File: config.mk
export PLATFORM = sky130hd
export DESIGN_NAME = sub_sequencer
export DESIGN_NICKNAME = d
export VERILOG_FILES = /design/src/rtl/sub_sequencer.sv
export SDC_FILE = /design/constraint.sdc
export NUM_CORES = 1
export LEC_CHECK = 0
export ABC_AREA = 1
export CAP_MARGIN = 5
export CORE_UTILIZATION = 40
export CTS_CLUSTER_DIAMETER = 200
export DETAILED_ROUTE_END_ITERATION = 8
export HOLD_SLACK_MARGIN = 0.05
export PLACE_DENSITY = 0.74
export SLEW_MARGIN = 20
export SYNTH_ARGS = -nofsm -noshare
export SYNTH_HDL_FRONTEND = slang
export SYNTH_SLANG_ARGS = --single-unit
File: constraint.sdc
create_clock -name clk -period 2.77 [get_ports clk]
set_input_delay 0.277 -clock clk [delete_from_list [all_inputs] [get_ports clk]]
set_output_delay 0.277 -clock clk [all_outputs]
set_load 0.01 [all_outputs]
File: src/rtl/sub_sequencer.sv
// Two-requester subtractor sharing one bit-serial full-subtractor cell, round-robin arbitrated.
// Optional signed-overflow output enabled by defining SUB_SEQUENCER_OVF_EN.
module sub_sequencer #(
   parameter int WIDTH = 4
) (
   input  logic             clk,
   input  logic             rst_n,
   input  logic [1:0]       req,
   input  logic [WIDTH-1:0] a0,
   input  logic [WIDTH-1:0] b0,
   input  logic [WIDTH-1:0] a1,
   input  logic [WIDTH-1:0] b1,
   output logic             busy,
   output logic             done,
   output logic             done_id,
   output logic [WIDTH-1:0] diff,
   output logic             borrow
`ifdef SUB_SEQUENCER_OVF_EN
   ,
   output logic             ovf
`endif
);

   localparam int CW = $clog2(WIDTH) + 1;

   typedef enum logic [1:0] {IDLE, RUN, DONE} state_t;

   state_t           state_q;
   logic [WIDTH-1:0] a_q, b_q, res_q, diff_q;
   logic [CW-1:0]    cnt_q;
   logic             bin_q, id_q, last_q;
   logic             busy_q, done_q, done_id_q, borrow_q;
`ifdef SUB_SEQUENCER_OVF_EN
   logic             ovf_q;
`endif

   logic sub_d, bout_d, gnt_d, last_bit_d;

   // Shared cell always works on bit 0 of the shifting operand registers.
   assign sub_d      = a_q[0] ^ b_q[0] ^ bin_q;
   assign bout_d     = (~a_q[0] & b_q[0]) | (~(a_q[0] ^ b_q[0]) & bin_q);
   // Requester 1 wins when alone, or on a tie when requester 0 was served last.
   assign gnt_d      = req[1] & (~req[0] | ~last_q);
   assign last_bit_d = (cnt_q == CW'(WIDTH - 1));

   always_ff @(posedge clk or negedge rst_n) begin
      if (!rst_n) begin
         state_q   <= IDLE;
         a_q       <= '0;
         b_q       <= '0;
         res_q     <= '0;
         cnt_q     <= '0;
         bin_q     <= 1'b0;
         id_q      <= 1'b0;
         last_q    <= 1'b1;
         busy_q    <= 1'b0;
         done_q    <= 1'b0;
         done_id_q <= 1'b0;
         diff_q    <= '0;
         borrow_q  <= 1'b0;
`ifdef SUB_SEQUENCER_OVF_EN
         ovf_q     <= 1'b0;
`endif
      end else begin
         case (state_q)
            IDLE: begin
               done_q <= 1'b0;
               if (|req) begin
                  state_q <= RUN;
                  busy_q  <= 1'b1;
                  a_q     <= gnt_d ? a1 : a0;
                  b_q     <= gnt_d ? b1 : b0;
                  id_q    <= gnt_d;
                  last_q  <= gnt_d;
                  cnt_q   <= '0;
                  bin_q   <= 1'b0;
               end
            end
            RUN: begin
               a_q   <= a_q >> 1;
               b_q   <= b_q >> 1;
               res_q <= {sub_d, res_q[WIDTH-1:1]};
               bin_q <= bout_d;
               cnt_q <= cnt_q + 1'b1;
               if (last_bit_d) begin
                  // a_q[0]/b_q[0] hold the operand MSBs on this final bit.
                  state_q   <= DONE;
                  done_q    <= 1'b1;
                  diff_q    <= {sub_d, res_q[WIDTH-1:1]};
                  borrow_q  <= bout_d;
                  done_id_q <= id_q;
`ifdef SUB_SEQUENCER_OVF_EN
                  ovf_q     <= (a_q[0] != b_q[0]) & (sub_d != a_q[0]);
`endif
               end
            end
            DONE: begin
               state_q <= IDLE;
               busy_q  <= 1'b0;
               done_q  <= 1'b0;
            end
            default: begin
               state_q <= IDLE;
               busy_q  <= 1'b0;
               done_q  <= 1'b0;
            end
         endcase
      end
   end

   assign busy    = busy_q;
   assign done    = done_q;
   assign done_id = done_id_q;
   assign diff    = diff_q;
   assign borrow  = borrow_q;
`ifdef SUB_SEQUENCER_OVF_EN
   assign ovf     = ovf_q;
`endif

endmodule

==> flow_summary.toml, run 1 <==
[outcome]
status = "finished clean"

[clock_network]
cts_tree = "built"
clkSlewWorstSetupHoldPaths_ns = 0.14
cts_buffer_depth = 2
cts.sink_count = 27
cts_root_buffer = "clkbuf_4"
clock_latency_ns = 0.32
numCtsBuffers = 3
h-tree-depth = 1
cts_resized = 0
cts_hold_buffers = 0
post_cts_buffers = 0

[sta]
finalCriticalPeriod_ns = 1.64
slew_viol_final = 0
finalHoldViolations = 0
relSlewSlack_pct = 62.4
fin_tns_setup_ns = 0
tightestPinTransition_ns = 0.563
rsz0062_at_grt = "false"
skew_ns = 0.00552
fmax_ghz = 0.612
setup_viol = 0
fin_crit_sh_pct = 59.0

[floorplan]
chipHeight_um = 59.5
rows = 20
io_pins = 28
initial_core_util_pct = 42.7
coreArea_mm2 = 0.00310
die-area_mm2 = 0.00354
dieWidth_um = 59.5

[placed_design]
placed_area_mm2 = 0.00160
finalWeightedCongestion = 0.714
port_buffers = 27
dp.final_hpwl_um = 1890

[pwr]
vdd_drop_max_v = 0.000269
power.density_mw_per_mm2 = 970
leakage_uw = 0.000819

[worst_setup_path]
cp_max_fo = 21
r2r-start = "state_q[1]"
critical_path.startpoint = "state_q[1]"
end_kind = "register"
crit_required_ns = 2.96
critPathKind = "register to register"
regToRegSetupSlack_ns = 1.13
startpoint_type = "register"
cp.arrival_ns = 1.83
critical-path-slowest-cell = "dfrtp_1"
worstRegToRegCells = 4
timing.critical_path.to = "bin_q"
path_cells = "nor2_2 > inv_1 > nand3_1 > o21ai_0"
cp_slowest_stage_delay_ns = 0.43
reg2reg_to = "bin_q"

[grt]
track_usage_pct = 16.3
grt_pass1_vias = 1026
grt-ovfl-total = 0
grt_max_degree = 28
antenna_found_initial = 0
grt_pass1_wl_um = 4350

[detailed_routing]
vias = 1077
first_iter_violations = 66
drtAntennaViolNets = 0
drt_first_pass_iters = 4
routed_wirelength_um = 2530
remaining_drc_errors = 0
vias_per_cell = 4.77
wl_per_cell_um = 11.2

[cells_and_area]
syn2layout_area_growth_pct = 23.0
layout_common_cells = "nand2_1, nand3_1, clkdlybuf4s50_1"
multiInputGateArea_um2 = 494
final_area_mm2 = 0.00163
nets = 206
fill_cells = 308
final_common_cell = "nand2_1"
n_antenna_cell = 0
regArea_um2 = 677
drive_gt1_share_pct = 8.24

[worst_hold_path]
holdCritPathClass = "input port to async pin"

[yosys]
yosysSeqAreaShare_pct = 51.1
yosysWarnings = 0
postSynthCellCount = 156
syn_avg_cell_area_um2 = 8.49
synth-seq-cells = 27
synth_area_mm2 = 0.00132
synth_cell_type_count = 17
synth_nets = 179

[run]
maxCapViolations = 0
-- how the worst min path moves through the flow --
stage | from | depth (start not counted) | slack [ns] | to
after floorplan | rst_n | 0 | -0.02 | a_q[0]
after global placement | last_q | 2 | 0.46 | last_q
after detailed placement | last_q | 2 | 0.47 | last_q
after CTS | rst_n | 2 | 0.33 | id_q
after global routing | rst_n | 2 | 0.33 | id_q
final | rst_n | 2 | 0.31 | busy
-- per-stage QoR --
| stage | worst slack [ns] | power, uW | std cells | hold slack (ns) | utilization, % |
|---|---|---|---|---|---|
| 5_1_grt | 0.957 | 1720 | 226 | 0.331 | 52.5 |
| 4_1_cts | 1.14 | 1590 | 226 | 0.331 | 52.5 |
| 2_1_floorplan | 1.61 | 1220 | 156 | -0.0186 | - |
| 3_3_place_gp | 1.18 | 1390 | 222 | 0.459 | 51.6 |
| 3_5_place_dp | 1.12 | 1430 | 222 | 0.466 | 51.6 |
| 6_report | 1.13 | 1580 | 226 | 0.313 | 52.5 |
-- state kept, by name (all words and copies together), names as in the netlist, 2 cells and up --
signal,flops
diff,4
state_q,2
res_q,3
a_q,4
cnt_q,3
b_q,4
-- routing by layer --
| metal | track usage, % | wire (um) |
|---|---|---|
| met4 | 6.98 | 48 |
| met2 | 29.1 | 1340 |
| met5 | 0 | 0 |
| met1 | 19.8 | 1090 |
| met3 | 1.97 | 47 |
-- power breakdown --
group | switching [uW] | internal (uW) | leakage, uW
combinational | 429 | 302 | 0.000472
clock | 110 | 56.4 | 0.0000150
sequential | 98.5 | 584 | 0.000332
total | 637 | 943 | 0.000819
-- layout make-up --
cell class	count	share of cell area (%)
well taps	44	3.38
flip-flops and latches	27	41.6
clock buffers	4	1.61
inverters	26	6.00
repair buffers	28	17.1
multi-input cells	97	30.4
-- Yosys cell counts --
| library cell | n | area share, % |
|---|---|---|
| nand2_1 | 37 | 10 |
| nand3_1 | 31 | 12 |
| dfrtp_1 | 26 | 49 |
| inv_1 | 26 | 7.4 |
| o21ai_0 | 8 | 3.0 |
| nor2_1 | 6 | 1.7 |
| buf_6 | 4 | 3.4 |
| o21ai_2 | 4 | 2.6 |
| nand2_2 | 3 | 1.4 |
| buf_2 | 2 | 0.76 |
| ha_1 | 2 | 1.9 |
| o21ai_1 | 2 | 0.76 |
| dfstp_2 | 1 | 2.0 |
| fa_1 | 1 | 1.5 |
| nand2_4 | 1 | 0.85 |
| nor2_2 | 1 | 0.47 |
| nor2_4 | 1 | 0.85 |
-- worst max-delay path, delay by kind of cell (launching register included) --
family,cells,cell delay (ns)
flip-flops,1,0.43
buffers and inverters,1,0.40
AO/OA/AOI/OAI,1,0.09
AND/OR/NAND/NOR,2,0.58
-- cell families (layout without fill, tap and decap cells) --
family                   count (synthesis)  count (layout)  synth area share, %
flip-flops                              27              27                 51.1
buffers and inverters                   32              58                 11.5
AND/OR/NAND/NOR                         80              80                 27.5
adder cells (fa/ha/maj)                  3               3                 3.40
AO/OA/AOI/OAI                           14              14                 6.43
(Power assumes the default switching activity.)
==> run 2, diff against run 1 <==
==> constraint.sdc (replaced) <==
create_clock -name clk -period 1.6 [get_ports clk]
set_input_delay 0.16 -clock clk [delete_from_list [all_inputs] [get_ports clk]]
set_output_delay 0.16 -clock clk [all_outputs]
set_load 0.01 [all_outputs]
==> flow_summary.toml, run 2 (synthesis gave the netlist of run 1 again) <==
[floorplan]
io_pins = 28
rows = 20
dieWidth_um = 59.5
chipHeight_um = 59.5
die-area_mm2 = 0.00354
initial_core_util_pct = 42.7
coreArea_mm2 = 0.00310

[cells_and_area]
drive_gt1_share_pct = 10.3
final_common_cell = "nand2_1"
layout_common_cells = "nand2_1, nand3_1, clkdlybuf4s50_1"
syn2layout_area_growth_pct = 24.8
fill_cells = 317
final_area_mm2 = 0.00165
final_util_pct = 53.2
nets = 209
n_antenna_cell = 0

[clock_network]
cts_tree = "built"
cts_root_buffer = "clkbuf_4"
cts.sink_count = 27
clock_latency_ns = 0.32
h-tree-depth = 1
cts_hold_buffers = 0
cts_buffer_depth = 2
clkSlewWorstSetupHoldPaths_ns = 0.14
cts_resized = 0
post_cts_buffers = 0
numCtsBuffers = 3

[run]
maxCapViolations = 0

[worst_setup_path]
worstRegToRegCells = 6
r2r-start = "cnt_q[0]"
cp_max_fo = 2
cp_slowest_stage_delay_ns = 0.54
worst-path-stages = 1
end_kind = "output port"
startpoint_type = "register"
critPathKind = "register to output port"
path_cells = "clkdlybuf4s50_1"
crit_required_ns = 1.44
regToRegSetupSlack_ns = 0.29
cp_top_family = "buffers and inverters"
critPathBufInv = 1
reg2reg_to = "diff[0]"
critical-path-slowest-cell = "clkdlybuf4s50_1"
cp.arrival_ns = 1.24

[placed_design]
finalWeightedCongestion = 0.742
dp.final_hpwl_um = 1930
placed_area_mm2 = 0.00162
port_buffers = 27

[detailed_routing]
wirelength_met1_um = 1110
top_layer_used = "met4"
first_iter_violations = 24
vias = 1094
remaining_drc_errors = 0
dr_wl_met3_um = 30
drt_first_pass_iters = 4
wl_per_cell_um = 10.9
drtAntennaViolNets = 0
vias_per_cell = 4.78
routed_wirelength_um = 2500
wl_met2_um = 1330

[sta]
slew_viol_final = 0
tightestPinTransition_ns = 0.329
finalHoldViolations = 0
fin_tns_setup_ns = 0
relSlewSlack_pct = 78.1
finalCriticalPeriod_ns = 1.40
fmax_ghz = 0.714
hold_slack_ns = 0.188
rsz0062_at_grt = "false"
skew_ns = 0.00324
setup_viol = 0
fin_crit_sh_pct = 87.6

[worst_hold_path]
holdCritPathClass = "input port to async pin"

[pwr]
vdd_drop_max_v = 0.000563
seqPwrFrac_pct = 42.6
internal_power_uw = 1670
p_sw_share_pct = 40.0
finalPower_uw = 2780
power.switching_uw = 1110
leakage_uw = 0.000836
power_frac_clock_pct = 10.4
power_frac_comb_pct = 47.0
power.density_mw_per_mm2 = 1680

[grt]
track_usage_pct = 16.1
antenna_found_initial = 0
grt_max_degree = 28
grt_pass1_vias = 1068
grt-ovfl-total = 0
grt_pass1_wl_um = 4350

[outcome]
status = "finished clean"
## run 2: changes by cell type in the layout (fill, tap and decap cells not counted)
cell | previous run | this run
clkbuf_1 | 1 | 0
clkinv_2 | 0 | 1
buf_4 | 1 | 4
## run 2: cell type report
cell class	instances	area (um^2)	area share, %
flip-flops and latches	27	677	41.0
well taps	44	55.1	3.33
clock buffers	3	22.5	1.36
multi-input cells	97	494	29.9
clock inverters	1	5.00	0.303
repair buffers	31	300	18.2
inverters	26	97.6	5.91
## run 2: metal layers
| layer | up-vias | global-route usage [%] |
|---|---|---|
| li1 | 544 | - |
| met1 | 533 | 18.5 |
| met2 | 13 | 29.9 |
| met3 | 4 | 1.53 |
| met4 | 0 | 7.64 |
| met5 | - | 0 |
## run 2: worst max path at each step
stage	to	startpoint	slack, ns
after CTS	busy	busy	0.19
after floorplan	res_q[3]	a_q[0]	0.44
after global routing	busy	busy	0.16
after detailed placement	a_q[3]	req[1]	0.23
after global placement	a_q[0]	req[0]	0.30
final	busy	busy	0.20
## run 2: per-stage QoR
stage	cells	worst slack, ns
6_report	229	0.198
2_1_floorplan	156	0.436
4_1_cts	229	0.190
3_3_place_gp	225	0.300
3_5_place_dp	225	0.225
5_1_grt	229	0.160
## run 2: power groups by stage
stage	Combinational [uW]	Sequential [uW]	Clock [uW]
5_1_grt	1470	1220	322
4_1_cts	1320	1180	298
6_report	1300	1180	290
3_3_place_gp	1260	1180	0
2_1_floorplan	908	1200	0
3_5_place_dp	1320	1200	0
==> run 3, diff against run 2 <==
--- a/config.mk
+++ b/config.mk
@@ -6,7 +6,7 @@
 export NUM_CORES = 1
 export LEC_CHECK = 0
 export ABC_AREA = 1
-export CAP_MARGIN = 5
+export CAP_MARGIN = 20
 export CORE_UTILIZATION = 40
 export CTS_CLUSTER_DIAMETER = 200
 export DETAILED_ROUTE_END_ITERATION = 8
==> results of run 3 <==
Final layout, timing and power as in run 2 (identical DEF).
